===== src/rtl/resp_framer_if.sv =====
// Handshake bundle for resp_framer: upstream response (opcode/payload/count) and downstream byte stream.
// The slave view is the framer; the master view is whatever sits on both sides of it.
interface resp_framer_if;
  logic [7:0]  opcode_i;
  logic [63:0] data_i;
  logic [3:0]  nbytes_i;
  logic        valid_i;
  logic        ready_o;
  logic [7:0]  data_o;
  logic        valid_o;
  logic        ready_i;

  modport slave (
    input  opcode_i, data_i, nbytes_i, valid_i, ready_i,
    output ready_o, data_o, valid_o
  );

  modport master (
    output opcode_i, data_i, nbytes_i, valid_i, ready_i,
    input  ready_o, data_o, valid_o
  );
endinterface


===== src/rtl/resp_framer.sv =====
// Frames one response as opcode, RESV_P, len LSB, len MSB, payload LSB-first; first byte one cycle after accept.
// Fully registered outputs; the current byte holds while ready_i is low, one bubble cycle between packets.
module resp_framer #(
  parameter logic [7:0] RESV_P = 8'h00
) (
  input  logic          clk,
  input  logic          rst,
  resp_framer_if.slave  bus
);

  localparam logic [1:0] ST_IDLE = 2'd0;
  localparam logic [1:0] ST_HDR  = 2'd1;
  localparam logic [1:0] ST_PAY  = 2'd2;

  logic [1:0]  r_state;
  logic [2:0]  r_idx;
  logic [3:0]  r_n;
  logic [15:0] r_len;
  logic [63:0] r_pay;
  logic [7:0]  r_data;
  logic        r_valid;
  logic        r_ready;

  logic [3:0]  w_n;
  logic        w_xfer;
  logic        w_accept;
  logic        w_pay_last;

  assign w_n        = (bus.nbytes_i > 4'd8) ? 4'd8 : bus.nbytes_i;
  assign w_xfer     = r_valid && bus.ready_i;
  assign w_accept   = bus.valid_i && r_ready;
  assign w_pay_last = ({1'b0, r_idx} == (r_n - 4'd1));

  assign bus.ready_o = r_ready;
  assign bus.data_o  = r_data;
  assign bus.valid_o = r_valid;

  always_ff @(posedge clk or posedge rst) begin
    if (rst) begin
      r_state <= ST_IDLE;
      r_idx   <= 3'd0;
      r_n     <= 4'd0;
      r_len   <= 16'd0;
      r_pay   <= 64'd0;
      r_data  <= 8'h00;
      r_valid <= 1'b0;
      r_ready <= 1'b0;
    end else begin
      case (r_state)
        ST_IDLE: begin
          if (w_accept) begin
            r_n     <= w_n;
            r_len   <= 16'd4 + {12'd0, w_n};
            r_pay   <= bus.data_i;
            r_data  <= bus.opcode_i;
            r_valid <= 1'b1;
            r_ready <= 1'b0;
            r_idx   <= 3'd0;
            r_state <= ST_HDR;
          end else begin
            r_ready <= 1'b1;
          end
        end

        ST_HDR: begin
          if (w_xfer) begin
            case (r_idx)
              3'd0: begin
                r_data <= RESV_P;
                r_idx  <= 3'd1;
              end
              3'd1: begin
                r_data <= r_len[7:0];
                r_idx  <= 3'd2;
              end
              3'd2: begin
                r_data <= r_len[15:8];
                r_idx  <= 3'd3;
              end
              default: begin
                r_idx <= 3'd0;
                if (r_n == 4'd0) begin
                  r_valid <= 1'b0;
                  r_ready <= 1'b1;
                  r_state <= ST_IDLE;
                end else begin
                  // Payload byte k is always the low byte of r_pay once k bytes have been shifted out.
                  r_data  <= r_pay[7:0];
                  r_pay   <= {8'h00, r_pay[63:8]};
                  r_state <= ST_PAY;
                end
              end
            endcase
          end
        end

        ST_PAY: begin
          if (w_xfer) begin
            if (w_pay_last) begin
              r_valid <= 1'b0;
              r_ready <= 1'b1;
              r_idx   <= 3'd0;
              r_state <= ST_IDLE;
            end else begin
              r_data <= r_pay[7:0];
              r_pay  <= {8'h00, r_pay[63:8]};
              r_idx  <= r_idx + 3'd1;
            end
          end
        end

        default: begin
          r_valid <= 1'b0;
          r_ready <= 1'b0;
          r_idx   <= 3'd0;
          r_state <= ST_IDLE;
        end
      endcase
    end
  end

endmodule


===== src/flat_wrapper.sv =====
// flat-port wrapper written by rule: the top's interface ports become plain ports
module resp_framer_flat 
#(
  parameter logic [7:0] RESV_P = 8'h00
)
  (clk, rst, bus_opcode_i, bus_data_i, bus_nbytes_i, bus_valid_i, bus_ready_i, bus_ready_o, bus_data_o, bus_valid_o);
  resp_framer_if bus_i ();
  input  logic clk;
  input  logic rst;
  input wire logic [$bits(bus_i.opcode_i)-1:0] bus_opcode_i;
  input wire logic [$bits(bus_i.data_i)-1:0] bus_data_i;
  input wire logic [$bits(bus_i.nbytes_i)-1:0] bus_nbytes_i;
  input wire logic [$bits(bus_i.valid_i)-1:0] bus_valid_i;
  input wire logic [$bits(bus_i.ready_i)-1:0] bus_ready_i;
  output wire logic [$bits(bus_i.ready_o)-1:0] bus_ready_o;
  output wire logic [$bits(bus_i.data_o)-1:0] bus_data_o;
  output wire logic [$bits(bus_i.valid_o)-1:0] bus_valid_o;
  assign bus_i.opcode_i = bus_opcode_i;
  assign bus_i.data_i = bus_data_i;
  assign bus_i.nbytes_i = bus_nbytes_i;
  assign bus_i.valid_i = bus_valid_i;
  assign bus_i.ready_i = bus_ready_i;
  assign bus_ready_o = bus_i.ready_o;
  assign bus_data_o = bus_i.data_o;
  assign bus_valid_o = bus_i.valid_o;
  resp_framer #(.RESV_P(RESV_P)) u_core (.clk(clk), .rst(rst), .bus(bus_i));
endmodule

===== config.mk =====
export PLATFORM = sky130hd
export DESIGN_NAME = resp_framer_flat
export DESIGN_NICKNAME = d
export VERILOG_FILES = /design/src/rtl/resp_framer_if.sv /design/src/rtl/resp_framer.sv /design/src/flat_wrapper.sv
export SDC_FILE = /design/constraint.sdc
export NUM_CORES = 1
export LEC_CHECK = 0
export ABC_AREA = 0
export BUFFER_PORTS_ARGS = -buffer_cell sky130_fd_sc_hd__buf_2
export CORE_AREA = 4 4 96 98
export DETAILED_ROUTE_END_ITERATION = 12
export DIE_AREA = 0 0 100 102
export PLACE_DENSITY_LB_ADDON = 0.3
export SYNTH_ARGS = -nofsm -noshare
export SYNTH_HDL_FRONTEND = slang
export SYNTH_SLANG_ARGS = --single-unit

===== constraint.sdc =====
create_clock -name clk -period 3.2 [get_ports clk]
set_input_delay 0.32 -clock clk [delete_from_list [all_inputs] [get_ports clk]]
set_output_delay 0.32 -clock clk [all_outputs]
set_load 0.005 [all_outputs]

==> results.yml <==
run_status:
  outcome: "completed"
layout:
  syn_to_final_growth_pct: 16.5
  drive_gt1_share_pct: 55.4
  postLayoutCoreUtil_pct: 61.7
  final_nets: 529
  fillers: 704
  antenna_cells: 0
  final_cells: 552
sta:
  fin_crit_sh_pct: 81.1
  clock_skew_ns: 0.00992
  hold_violations: 0
  fmax_mhz: 385
  rsz0062_at_grt: "no"
  setup_viol: 0
  whs_ns: 0.132
  period_needed_ns: 2.60
  tns_ns: 0
  worstMarginPinSlew_ns: 0.935
  maxSlewHeadroom_pct: 37.7
  slew_violations: 0
clock_network:
  clk_pin_slew_ns: 0.09
  post_cts_buffers: 0
  clock-sinks: 86
  htreeDepth: 3
  insertion_delay_ns: 0.35
  cts_tree: "done"
  cts.path.max_buffers: 2
  cts_root_buf: "clkbuf_8"
  cts_hold_buf: 0
  cts_buffers: 9
  cts.repair.resized: 0
setup_path:
  regToRegSetupSlack_ns: 0.60
  timing.rr.end: "u_core.r_pay[25]$_DFFE_PP0P_"
  r2r-start: "u_core.r_state[0]$_DFFE_PP0P_"
  critPathCapture: "u_core.r_pay[25]$_DFFE_PP0P_"
  critPathMaxFanout: 64
  crit_path_top_delay_cell: "dfrtp_1"
  worstPathCellList: "inv_1, ha_1, a2bb2oi_1, a21oi_4, nand2_1, nor4_4, buf_12, mux2_2"
  max_stage_delay_ns: 0.41
  worstSetupPathType: "reg2reg"
  startpoint_type: "flip-flop"
  crit_path_start: "u_core.r_state[0]$_DFFE_PP0P_"
  end_kind: "flip-flop"
  rr_worst_depth: 8
  cp.arrival_ns: 2.84
  required_ns: 3.44
drt:
  wl_per_cell_um: 15.7
  drt-total-wl_mm: 8.69
  dr.first_iter.drc_count: 121
  drt_pass1_iterations: 5
  drc: 0
  viasPerCell: 5.25
  vias: 2898
  ant_nets: 0
synth:
  synthDistinctLibCells: 36
  synth-edff-count: 0
  ys.flop_type: "dfrtp_1"
  syn_area_per_cell_um2: 12.8
  ys_ff_latch: 86
  synth_fp_nets: 441
  yosysWarnings: 0
  ys_seq_area_share_pct: 48.0
  synth_cells: 351
  ys_async_sr_fraction_pct: 100
  syn_area_mm2: 0.00448
floorplan:
  die_w_um: 100
  initial_utilization_pct: 53.0
  ioPinCount: 90
  rows: 34
  core_mm2: 0.00847
  die_h_um: 102
  die-area_mm2: 0.0102
global_route:
  grt_pass1_wl_mm: 14.6
  grt_pass1_vias: 3118
  grt_overflow: 0
  grt_max_degree: 65
  grt_antenna_before_repair: 1
  grt.total_usage_pct: 18.0
power:
  leakagePower_nw: 2.76
  p_switching_uw: 434
  swShare_pct: 23.0
  finalPower_mw: 1.89
  power-per-cell-area_mw_per_mm2: 362
  clock_power_share_pct: 38.6
  power.internal_mw: 1.46
  p_comb_share_pct: 4.0
  share_seq_of_total_power_pct: 57.4
  peakVddDrop_mv: 0.272
hold_path:
  hold_path.class: "in2async"
placed_design:
  io_buffer_count: 89
  place_congestion: 0.835
  hpwl_mm: 6.36
  placed_cells: 536
flow_run:
  drv_cap: 0
==> stage by stage <==
stage / instance area [µm²] / worst slack [ns]
floorplan: 4480 / 0.658
global placement: 5030 / 0.748
detailed placement: 5030 / 0.641
CTS: 5220 / 0.627
global route: 5220 / 0.463
finish: 5220 / 0.604
==> placed cells by master (no fill, tap or decap), types with 2 or more instances in the layout <==
cell      synthesis  routed
mux2_2          128     128
buf_2             1      89
dfrtp_1          86      86
nand2_1          18      18
inv_1            13      12
nor2b_1          11      11
clkbuf_8          0      11
o21ai_0          10      10
nor2_1            9       9
ha_1             10       9
a31oi_1           6       6
mux2_1            4       4
o22ai_1           4       4
nor3_1            3       3
xor2_1            3       3
nand2b_1          3       3
a21oi_1           3       3
buf_4             0       3
o31ai_1           2       2
nor3b_1           2       2
clkinv_2          0       2
a31o_2            2       2
o21a_1            2       2
mux2i_1           2       2
and2_1            2       2
inv_6             0       2
clkinv_4          0       2
buf_12            0       2
==> cell families (layout without fill, tap and decap cells) <==
| kind of cell | count (synthesis) | count (layout) | synth area share, % |
|---|---|---|---|
| AND/OR/NAND/NOR | 54 | 54 | 6.47 |
| adder cells (fa/ha/maj) | 10 | 10 | 2.79 |
| AO/OA/AOI/OAI | 34 | 34 | 5.02 |
| XOR/XNOR | 3 | 3 | 0.586 |
| multiplexers | 134 | 134 | 33.6 |
| buffers and inverters | 30 | 123 | 3.54 |
| flip-flops | 86 | 86 | 48.0 |
==> worst min-delay path by stage <==
stage                                      from                           end  slack, ns
global route                                rst   u_core.r_idx[0]$_DFFE_PP0P_       0.22
global placement    u_core.r_len[3]$_DFFE_PP0P_   u_core.r_len[3]$_DFFE_PP0P_       0.46
finish                                      rst   u_core.r_idx[0]$_DFFE_PP0P_       0.13
floorplan           u_core.r_len[3]$_DFFE_PP0P_   u_core.r_len[3]$_DFFE_PP0P_       0.45
detailed placement  u_core.r_len[3]$_DFFE_PP0P_   u_core.r_len[3]$_DFFE_PP0P_       0.47
CTS                                         rst  u_core.r_pay[30]$_DFFE_PP0P_       0.16
==> cells in the mapped netlist (all sizes together) (5+ instances only) <==
library cell,n,area (µm²)
mux2,132,1490
dfrtp,86,2150
nand2,18,67.6
inv,13,48.8
nor2b,11,68.8
ha,10,125
o21ai,10,50.1
buf,9,80.1
nor2,9,33.8
clkbuf,8,30.0
a31oi,6,37.5
a21oi,5,40.0
==> worst max-delay path: cells and delay by family, from the launching register on <==
| family | cells | cell delay [ns] |
|---|---|---|
| fa+ha+maj | 1 | 0.32 |
| mux | 1 | 0.39 |
| buf+inv | 2 | 0.43 |
| simple gates | 2 | 0.45 |
| flops | 1 | 0.41 |
| compound gates | 2 | 0.43 |
==> registers in the layout, indices dropped and copies added, names as in the netlist <==
register,cells
u_core.bus.ready_o,1
u_core.r_n,4
u_core.r_state,2
u_core.r_pay,64
u_core.r_len,3
u_core.bus.valid_o,1
u_core.bus.data_o,8
u_core.r_idx,3
==> cell type report <==
cell class,count,area [µm²],share of cell area (%)
clock buffers,11,151,2.90
clock inverters,5,40.0,0.767
inverters,13,50.0,0.958
multi-input cells,235,2190,41.9
flip-flops and latches,86,2150,41.2
well taps,108,135,2.59
repair buffers,94,508,9.73
==> routing by layer <==
metal  track usage (%)  part of all wire [%]  vias to the layer above
li1                  -                     -                     1419
met1              23.4                    45                     1399
met2              29.6                    48                       66
met3              5.19                   5.8                       12
met4              5.49                   1.1                        2
met5                 0                 0.081                        -
==> power by group through the flow <==
| stage | registers, mW | logic (mW) | clock network [mW] |
|---|---|---|---|
| floorplan | 1.11 | 0.0199 | 0 |
| global placement | 1.11 | 0.0781 | 0 |
| detailed placement | 1.11 | 0.0782 | 0 |
| CTS | 1.09 | 0.0786 | 0.750 |
| global route | 1.09 | 0.0865 | 0.796 |
| finish | 1.09 | 0.0755 | 0.729 |
No activity file was read; power rests on OpenSTA's default activity.
